**config.mk**
```make
export PLATFORM = sky130hd
export DESIGN_NAME = contador_universal_flat
export DESIGN_NICKNAME = d
export VERILOG_FILES = /design/src/rtl/contador_universal_if.sv /design/src/rtl/contador_universal.sv /design/src/flat_wrapper.sv
export SDC_FILE = /design/constraint.sdc
export NUM_CORES = 1
export LEC_CHECK = 0
export CAP_MARGIN = 10
export CORE_ASPECT_RATIO = 2
export CORE_MARGIN = 8
export CORE_UTILIZATION = 28
export DETAILED_ROUTE_END_ITERATION = 10
export GPL_TIMING_DRIVEN = 0
export MAX_ROUTING_LAYER = met4
export PLACE_DENSITY = 0.5
export SLEW_MARGIN = 10
export SYNTH_ARGS = -nofsm -noshare
export SYNTH_HDL_FRONTEND = slang
export SYNTH_SLANG_ARGS = --single-unit
```
**constraint.sdc**
```tcl
create_clock -name clk -period 3.16 [get_ports clk]
set_clock_uncertainty 0.05 [all_clocks]
set_input_delay 0.316 -clock clk [delete_from_list [all_inputs] [get_ports clk]]
set_output_delay 0.316 -clock clk [all_outputs]
set_load 0.01 [all_outputs]
```
**src/rtl/contador_universal_if.sv**
```systemverilog
// Control/status bundle for contador_universal.
// CONTADOR_UNIVERSAL_OVF_EN adds the sticky overflow flag and its clear strobe.
interface contador_universal_if #(
  parameter int unsigned WIDTH = 8
);
  logic             en;
  logic             up_down;
  logic             modo;
  logic             load;
  logic [WIDTH-1:0] load_val;
  logic [WIDTH-1:0] cuenta;
  logic             tc;
`ifdef CONTADOR_UNIVERSAL_OVF_EN
  logic             ovf_clr;
  logic             ovf;

  modport master (
    output en, up_down, modo, load, load_val, ovf_clr,
    input  cuenta, tc, ovf
  );
  modport slave (
    input  en, up_down, modo, load, load_val, ovf_clr,
    output cuenta, tc, ovf
  );
`else
  modport master (
    output en, up_down, modo, load, load_val,
    input  cuenta, tc
  );
  modport slave (
    input  en, up_down, modo, load, load_val,
    output cuenta, tc
  );
`endif
endinterface

```
**src/rtl/contador_universal.sv**
```systemverilog
// Up/down modulo counter with wrap or saturate at the range ends and a clamped synchronous load.
// Define CONTADOR_UNIVERSAL_OVF_EN to add a sticky overflow flag (ovf) with clear (ovf_clr).
module contador_universal #(
  parameter int unsigned     WIDTH  = 8,
  parameter longint unsigned MODULO = 256
) (
  input logic                 clk,
  input logic                 rst,
  contador_universal_if.slave bus
);

  // MODULO may be 2^WIDTH, so it only fits the wider type; MODULO-1 always fits WIDTH bits.
  localparam logic [WIDTH-1:0] MaxVal = WIDTH'(MODULO - 64'd1);

  logic [WIDTH-1:0] cuenta_q, cuenta_d;
  logic             tc_q, tc_d;
  logic             at_end;

  always_comb begin
    cuenta_d = cuenta_q;
    tc_d     = 1'b0;
    at_end   = bus.up_down ? (cuenta_q == MaxVal) : (cuenta_q == '0);
    if (bus.load) begin
      cuenta_d = (bus.load_val > MaxVal) ? MaxVal : bus.load_val;
    end else if (bus.en) begin
      if (at_end) begin
        tc_d = 1'b1;
        if (!bus.modo) begin
          cuenta_d = bus.up_down ? '0 : MaxVal;
        end
      end else if (bus.up_down) begin
        cuenta_d = cuenta_q + WIDTH'(1);
      end else begin
        cuenta_d = cuenta_q - WIDTH'(1);
      end
    end
  end

  always_ff @(posedge clk or negedge rst) begin
    if (!rst) begin
      cuenta_q <= '0;
      tc_q     <= 1'b0;
    end else begin
      cuenta_q <= cuenta_d;
      tc_q     <= tc_d;
    end
  end

  assign bus.cuenta = cuenta_q;
  assign bus.tc     = tc_q;

`ifdef CONTADOR_UNIVERSAL_OVF_EN
  logic ovf_q, ovf_d;

  // A new terminal event wins over a coincident clear.
  always_comb begin
    ovf_d = tc_d | (ovf_q & ~bus.ovf_clr);
  end

  always_ff @(posedge clk or negedge rst) begin
    if (!rst) begin
      ovf_q <= 1'b0;
    end else begin
      ovf_q <= ovf_d;
    end
  end

  assign bus.ovf = ovf_q;
`endif

endmodule

```
**src/flat_wrapper.sv**
```systemverilog
// flat-port wrapper written by rule: the top's interface ports become plain ports
module contador_universal_flat 
#(
  parameter int unsigned     WIDTH  = 8,
  parameter longint unsigned MODULO = 256
)
  (clk, rst, bus_en, bus_up_down, bus_modo, bus_load, bus_load_val, bus_cuenta, bus_tc);
  contador_universal_if #(.WIDTH(WIDTH)) bus_i ();
  input logic clk;
  input logic rst;
  input wire logic [$bits(bus_i.en)-1:0] bus_en;
  input wire logic [$bits(bus_i.up_down)-1:0] bus_up_down;
  input wire logic [$bits(bus_i.modo)-1:0] bus_modo;
  input wire logic [$bits(bus_i.load)-1:0] bus_load;
  input wire logic [$bits(bus_i.load_val)-1:0] bus_load_val;
  output wire logic [$bits(bus_i.cuenta)-1:0] bus_cuenta;
  output wire logic [$bits(bus_i.tc)-1:0] bus_tc;
  assign bus_i.en = bus_en;
  assign bus_i.up_down = bus_up_down;
  assign bus_i.modo = bus_modo;
  assign bus_i.load = bus_load;
  assign bus_i.load_val = bus_load_val;
  assign bus_cuenta = bus_i.cuenta;
  assign bus_tc = bus_i.tc;
  contador_universal #(.WIDTH(WIDTH), .MODULO(MODULO)) u_core (.clk(clk), .rst(rst), .bus(bus_i));
endmodule
```
# ---- After elaboration in Yosys (flattened, before gate mapping)
# Index checks and enable logic that the tools add are counted.
dict set report totals {
  output_inout_bits 9
  reg_bits 9
  wordCells 21
}
dict set report op_classes {
  reduce_logical 3
  addsub 2
  muxes 11
  n_eq_ne 2
  n_lt_le_gt_ge 1
}
# op count
set op_table {}
lappend op_table {{8-bit two-way mux} 7}
lappend op_table {{8-bit by 1-bit adder with 8-bit output (second input constant)} 1}
lappend op_table {{8-bit equality test (second input constant)} 1}
lappend op_table {{8-bit > comparator (second input constant)} 1}
lappend op_table {{8-bit logical NOT} 1}
lappend op_table {{8-bit by 1-bit subtractor with 8-bit output (second input constant)} 1}
lappend op_table {{1-bit two-way mux} 4}
lappend op_table {{3-bit inequality test (second input constant)} 1}
lappend op_table {{2-bit AND reduction} 1}
lappend op_table {{2-bit nonzero test} 1}

# ---- Longest topological paths before layout
# Gate-level depths: netlist (run 1).
dict set report logic_depth {
  ltp_word 5
  ltp_mapped 7
  ltp_nobuf 7
}

# ---- Worst setup path before layout (run 1)
# Ideal clock, no wire load.
dict set report synth_path {
  path_type {flip-flop to flip-flop}
  startpoint {reg u_core.cuenta_q[3] (netlist: u_core.bus.cuenta[3])}
  endpoint {reg u_core.cuenta_q[6] (netlist: u_core.bus.cuenta[6])}
  n_path_buf 1
  arrival_ns 2.068
  stages_incl_launch_ff 7
  t_required_ns 2.987
  synth_period_minus_slack_ns 2.241
  path_slack_ns 0.919
  path_cell_list {dfrtp_1 or4_1 or3_1 buf_6 a21o_1 a21o_1 o221a_1}
}
dict set report synth_between {
  elab_chain_cells 5
  word_cells_on_any_way 11
  cone_classes {2 x add/sub; 2 x eq/ne; 5 x mux; 2 x reduce/logical}
}
# item line_no
set synth_rtl {}
lappend synth_rtl {{start, declared} contador_universal.sv:15} ;# logic [WIDTH-1:0] cuenta_q, cuenta_d;
lappend synth_rtl {{start signal, assigned} contador_universal.sv:44} ;# cuenta_q <= cuenta_d;
lappend synth_rtl {{8-bit by 1-bit subtractor with 8-bit output, or another cell as far along} contador_universal.sv:34} ;# cuenta_d = cuenta_q - WIDTH'(1);
lappend synth_rtl {{8-bit two-way mux / 1-bit two-way mux (equally long branches)} {contador_universal.sv:31, contador_universal.sv:22}}
lappend synth_rtl {{8-bit two-way mux} contador_universal.sv:26} ;# if (at_end) begin
lappend synth_rtl {{8-bit two-way mux} contador_universal.sv:25} ;# end else if (bus.en) begin
lappend synth_rtl {{8-bit two-way mux} contador_universal.sv:23} ;# if (bus.load) begin
# Parallel ways exist; a longest one is shown, timed or not. The select of a mux whose other input is x is not followed.
# A chain may end at the register's enable or synchronous reset.

# ---- Worst setup path after layout (run 1)
dict set report layout_path {
  startpoint {in bus_up_down}
  endpoint {reg u_core.cuenta_q[7] (netlist: u_core.bus.cuenta[7])}
}
dict set report layout_between {
  elab_chain_cells 5
  word_cells_on_any_way 9
  cone_classes {1 x eq/ne; 7 x mux; 1 x reduce/logical}
}
# item line_no
set layout_rtl {}
lappend layout_rtl {{start, declared} flat_wrapper.sv:12} ;# input wire logic [$bits(bus_i.up_down)-1:0] bus_up_down;
lappend layout_rtl {{8-bit two-way mux} contador_universal.sv:29} ;# cuenta_d = bus.up_down ? '0 : MaxVal;
lappend layout_rtl {{8-bit two-way mux} contador_universal.sv:28} ;# if (!bus.modo) begin
lappend layout_rtl {{8-bit two-way mux} contador_universal.sv:26}
lappend layout_rtl {{8-bit two-way mux} contador_universal.sv:25}
lappend layout_rtl {{8-bit two-way mux} contador_universal.sv:23}
# Parallel ways exist; a longest one is shown, timed or not. The select of a mux whose other input is x is not followed.

==> impl_metrics.toml, run 1 <==
[sta]
setup_ws_ps = 716
hold_violations = 0
setup_viol = 0
tightest_slew_ps = 487
slew_headroom = 0.673
slew_viol_final = 0
max_freq_mhz = 409
rsz0062_at_grt = "no"
period_share = 0.773
period_minus_slack_ps = 2440
fin_setup_tns_ps = 0

[yosys]
synth.net_count = 115
synth_seq_area_share = 0.269
avgSynthCellArea_um2 = 8.92
synth.area.mux_share = 0.0239
synth_top_family_by_area = "compound AO/OA/AOI/OAI gates"
synth.distinct_cells = 36
synth_xor_area_frac = 0.0418
synth_seq_cells = 9
synth_compound_area_frac = 0.266
synth-warning-count = 0
netlist_instances = 94
synthAdderAreaFrac = 0.113
yosys.area_share.simple = 0.206
syn-cell-area_um2 = 838

[global_route]
grt_start_max_net_pins = 11
grt_pass1_wl_um = 3800
gr-total-overflow = 0
antenna_found_initial = 0
grtUsageTotal = 0.100
grt_pass1_vias = 861

[setup_path]
path_class = "primary input to flop"
end_kind = "flop"
cp_max_fo = 7
critPathRequiredTime_ps = 3280
arrival_ps = 2560
start_kind = "primary input"

[routing]
wl_per_cell_um = 15.9
routed_wl_um = 2360
drc_errors = 0
dr.pass1.iters = 4
ant_nets = 0
vias_per_cell = 5.52
vias = 822
drtIter0Drc = 8

[finish]
multiInputGateArea_um2 = 546
antenna_cells = 0
area_delta_synth_final_pct = 34.9
utilization = 0.389
layout-drive-gt1-share = 0.118
final_nets = 141
seq_area_um2 = 225
fillCellCount = 328

[run_status]
status = "finished clean"

[clocking]
cts_root_buf = "clkbuf_8"
clockBufferDepth = 2
cts.clk_slew.worst_paths_ps = 40
cts-hold-fix-buffers = 0
cts_tree = "yes"
clock_latency_ps = 230
ctsResizeCount = 0
cts.htree.levels = 1
post_cts_buffers = 0
cts_sinks = 9
cts_made_buffers = 3

[place]
place.gp.congestion = 0.772
io_buffers = 21
hpwl_um = 1940
pre_cts_ws_ps = 482

[die]
dieHeight_um = 93.4
core-area_um2 = 2910
initial_core_util = 0.288
die_w_um = 54.7
fp.dieArea_um2 = 5110
rows = 28
ios = 23

[pwr]
total_power_mw = 0.508
power_leakage_nw = 0.479
max-vdd-ir-drop_uv = 298
p_per_area_nw_per_um2 = 450

[min_path]
hp-class = "primary input to flop"

[flow_run]
cap_violations = 0
## kinds of logic (layout without fill, tap and decap cells)
kind of cell	Yosys count	count (layout)
compound gates	30	30
xor+xnor	4	4
fa+ha+maj	7	7
buf+inv	10	35
flops	9	9
mux	2	2
simple gates	32	32
## per-stage QoR
stage | cells | hold WS (ps) | area [um2]
6_report | 149 | 334 | 1130
2_1_floorplan | 94 | -29.6 | 838
3_3_place_gp | 145 | 561 | 1090
5_1_grt | 149 | 362 | 1130
4_1_cts | 149 | 335 | 1130
3_5_place_dp | 145 | 574 | 1090
## routing by layer
layer  wire length [um]  global-route usage
met5                  0                   -
met4                 65              0.0496
met2               1270               0.174
met1                927               0.101
met3                 98              0.0159
## path summary, 6_finish.rpt
| path | start | end | slack (ps) | depth (start not counted) |
|---|---|---|---|---|
| worst min register to register | u_core.bus.cuenta[3] | u_core.bus.cuenta[3] | 590 | 1 |
| worst max register to register | u_core.bus.cuenta[3] | u_core.bus.cuenta[7] | 780 | 6 |
| max in group asynchronous | rst | u_core.bus.cuenta[2] | 2400 | 1 |
| worst max-delay path | bus_up_down | u_core.bus.cuenta[7] | 720 | 8 |
| worst min-delay path | bus_en | u_core.bus.cuenta[0] | 330 | 3 |
| min in group asynchronous | rst | u_core.bus.cuenta[7] | 350 | 1 |
## worst max-delay path, stage by stage
cell and delay [ps]:
clkdlybuf4s50_1 540, inv_1 180, ha_1 310, a21oi_1 250, o2111ai_1 240, o31ai_1 300, mux2i_1 230, o221a_1 190
## area by class of cell
cell class | count | share of cell area
Buffer | 4 | 0.0398
Sequential cell | 9 | 0.199
Tap cell | 30 | 0.0332
Timing Repair Buffer | 21 | 0.186
Multi-Input combinational cell | 75 | 0.482
Inverter | 6 | 0.0199
Clock buffer | 4 | 0.0398
## placed cells by master, fill, tap and decap left out, types with 2 or more instances in the layout
master           count
o2111ai_1            2
nand3_1              5
o221a_1              3
mux2i_1              2
a31oi_1              2
nor2_1               6
o21ai_0              4
a21oi_1              7
inv_1                6
a21o_1               3
a211oi_1             2
nand2_1              7
or2b_2               4
a221o_1              2
clkbuf_8             3
or3_1                2
dfrtp_1              9
clkdlybuf4s50_1     21
ha_1                 6
xor2_1               3
nand4_1              2
## flip-flops by register name, summed over array words and instances, names as in the netlist
name,cells
u_core.bus.cuenta,8
u_core.bus.tc,1
## report_power, final
group / switching (mW) / total (mW) / internal [mW] / leakage [nW]
Combinational: 0.101 / 0.219 / 0.118 / 0.349
Clock: 0.0445 / 0.132 / 0.0878 / 0.0228
Sequential: 0.0256 / 0.157 / 0.131 / 0.107
Total: 0.172 / 0.508 / 0.337 / 0.479
## synthesized netlist by cell type (all sizes together)
library cell,number,share of area
or2b,4,0.042
a21o,3,0.027
or3,3,0.024
mux2i,2,0.024
xor2,3,0.031
ha,6,0.090
o221a,3,0.040
buf,3,0.043
o31ai,1,0.0090
inv,6,0.027
or2,1,0.0075
a211o,1,0.012
nor2,6,0.027
o2111ai,2,0.021
or4,1,0.0090
xnor2,1,0.010
a41oi,1,0.010
a211oi,2,0.018
dlygate4sd1,1,0.010
nand4,2,0.015
a2bb2oi,1,0.010
nand2,7,0.031
fa,1,0.024
nor3,1,0.0060
nor4,1,0.0075
nand2b,1,0.0075
a221o,3,0.037
nand3,5,0.030
dfrtp,9,0.27
a31oi,2,0.015
o21ai,4,0.024
a21oi,7,0.042
(Power assumes the default switching activity.)
==> inputs of run 2 (changes only) <==
- PLACE_DENSITY: 0.5 -> 0.52
- clock period: 3.16 -> 2 ns (I/O delays scaled with it)
==> run 2 against run 1 <==
The run now ends with setup timing left; first-iteration DRC count rose to 2.8 times the previous value; largest power group unchanged; sequential cell count is the same; count of clock-buffer cells in the layout stayed put; final cell count increased by 4.7%; via count increased by 6.2%; die area stayed put; clock power is 65% higher; worst hold slack worse by 98 ps; routed wire length rose by 11%.
==> impl_metrics.toml, run 2 (synthesis gave the netlist of run 1 again) <==
[setup_path]
cp_max_fo = 4
startpoint = "u_core.bus.cuenta[2]"
worst_r2r_endpoint = "u_core.bus.cuenta[0]"
end_kind = "flop"
crit_cells = 6
critPathRequiredTime_ps = 2120
arrival_ps = 2260
cp_cell_sequence = "or4_4, or3_4, a21o_4, buf_12, a211o_4, nand3_2"
crit_family = "simple AND/OR/NAND/NOR gates"
r2r-start = "u_core.bus.cuenta[2]"
path_buf_inv = 1
slowest_delay_ps = 510
r2r_cells = 6
path_class = "flop to flop"
start_kind = "flop"
crit_end = "u_core.bus.cuenta[0]"
r2r_slack_ps = -140
critPathSlowestCell = "or4_4"

[pwr]
p_per_area_nw_per_um2 = 678
max-vdd-ir-drop_uv = 358
total_power_mw = 0.903
power_leakage_nw = 0.534

[min_path]
hp-class = "primary input to asynchronous set/reset pin"

[place]
dpl_cell_area_um2 = 1090
pre_cts_ws_ps = -578
hpwl_um = 1980
place.gp.congestion = 0.781
io_buffers = 21

[flow_run]
cap_violations = 0

[global_route]
antenna_found_initial = 0
grt_pass1_vias = 982
grt_pass1_wl_um = 4380
grt_start_max_net_pins = 11
gr-total-overflow = 0
grtUsageTotal = 0.116

[routing]
routed_wl_um = 2630
vias = 873
wl_per_cell_um = 16.8
dr.pass1.iters = 4
vias_per_cell = 5.60
ant_nets = 0
drc_errors = 0
drtIter0Drc = 22

[sta]
setup_viol = 8
hold_violations = 0
rsz0062_at_grt = "yes"
period_minus_slack_ps = 2140
period_share = 1.07
slew_headroom = 0.570
slew_viol_final = 0
tightest_slew_ps = 639
setup_ws_ps = -139
max_freq_mhz = 468

[finish]
largest_reg_flops = 8
area_delta_synth_final_pct = 58.8
final_nets = 148
antenna_cells = 0
layout_common_cells = "20 x clkdlybuf4s50_1, 8 x buf_4, 7 x nand2_1, 7 x dfrtp_1, 6 x nor2_1"
layout-drive-gt1-share = 0.317
stdcell_area_um2 = 1330
final_common_cell = "clkdlybuf4s50_1"

[clocking]
clockBufferDepth = 2
cts_root_buf = "clkbuf_8"
cts-hold-fix-buffers = 0
cts_made_buffers = 3
cts.clk_slew.worst_paths_ps = 50
cts.htree.levels = 1
clock_latency_ps = 230
cts_sinks = 9
cts_tree = "yes"

[die]
initial_core_util = 0.288
fp.dieArea_um2 = 5110
ios = 23
dieHeight_um = 93.4
rows = 28
core-area_um2 = 2910
die_w_um = 54.7

[run_status]
violations = "setup timing"
status = "finished, violations left"
## run 2: cell types whose count changed in the layout (fill, tap and decap cells not counted), sizes merged
| cell | previous run | this run |
|---|---|---|
| dlygate4sd2 | 0 | 1 |
| buf | 3 | 10 |
| clkdlybuf4s50 | 21 | 20 |
## run 2: how the worst min path moves through the flow
stage / startpoint / end / slack (ps) / depth (start not counted)
final: rst / u_core.bus.cuenta[6] / 240 / 1
after global routing: bus_en / u_core.bus.cuenta[0] / 240 / 3
after CTS: bus_en / u_core.bus.cuenta[0] / 230 / 3
after detailed placement: bus_en / u_core.bus.cuenta[0] / 460 / 3
after global placement: bus_en / u_core.bus.cuenta[0] / 440 / 3
after floorplan: rst / u_core.bus.cuenta[0] / -150 / 0
## run 2: metrics by stage
stage	util	cells	hold WS [ps]	TNS [ps]
CTS	0.442	156	225	-1290
detailed placement	0.373	145	462	-3280
finish	0.458	156	236	-781
global placement	0.373	145	445	-3170
global route	0.458	156	244	-1220
floorplan	-	94	-146	-1380
## run 2: per-layer routing
layer | track usage | vias up | wire [um]
li1 | - | 419 | -
met1 | 0.115 | 418 | 949
met5 | - | - | 0
met4 | 0.0744 | 0 | 110
met2 | 0.193 | 23 | 1500
met3 | 0.0191 | 13 | 69
## run 2: final cells by class
cell class / instances / area (um2)
Multi-Input combinational cell: 75 / 678
Timing Repair Buffer: 29 / 282
Buffer: 3 / 36.3
Tap cell: 30 / 37.5
Inverter: 6 / 25.0
Sequential cell: 9 / 228
Fill cell: 295 / 1580
Clock buffer: 4 / 45.0
## run 2: worst reg2reg max path, stage by stage, from the launching register on
cell and delay [ps]:
dfrtp_2 410, or4_4 510, or3_4 380, a21o_4 240
buf_12 130, a211o_4 310, nand3_2 50
## run 2: repair_timing
item	4_1_cts	5_1_grt
setup endpoints to repair	8	8
pin swaps	10	2
gates resized for setup	21	8
setup buffers	7	1
## run 2: power breakdown
group          total (mW)  switching [mW]  internal, mW
Combinational       0.442           0.201         0.241
Sequential          0.243          0.0345         0.209
Clock               0.218          0.0783         0.139
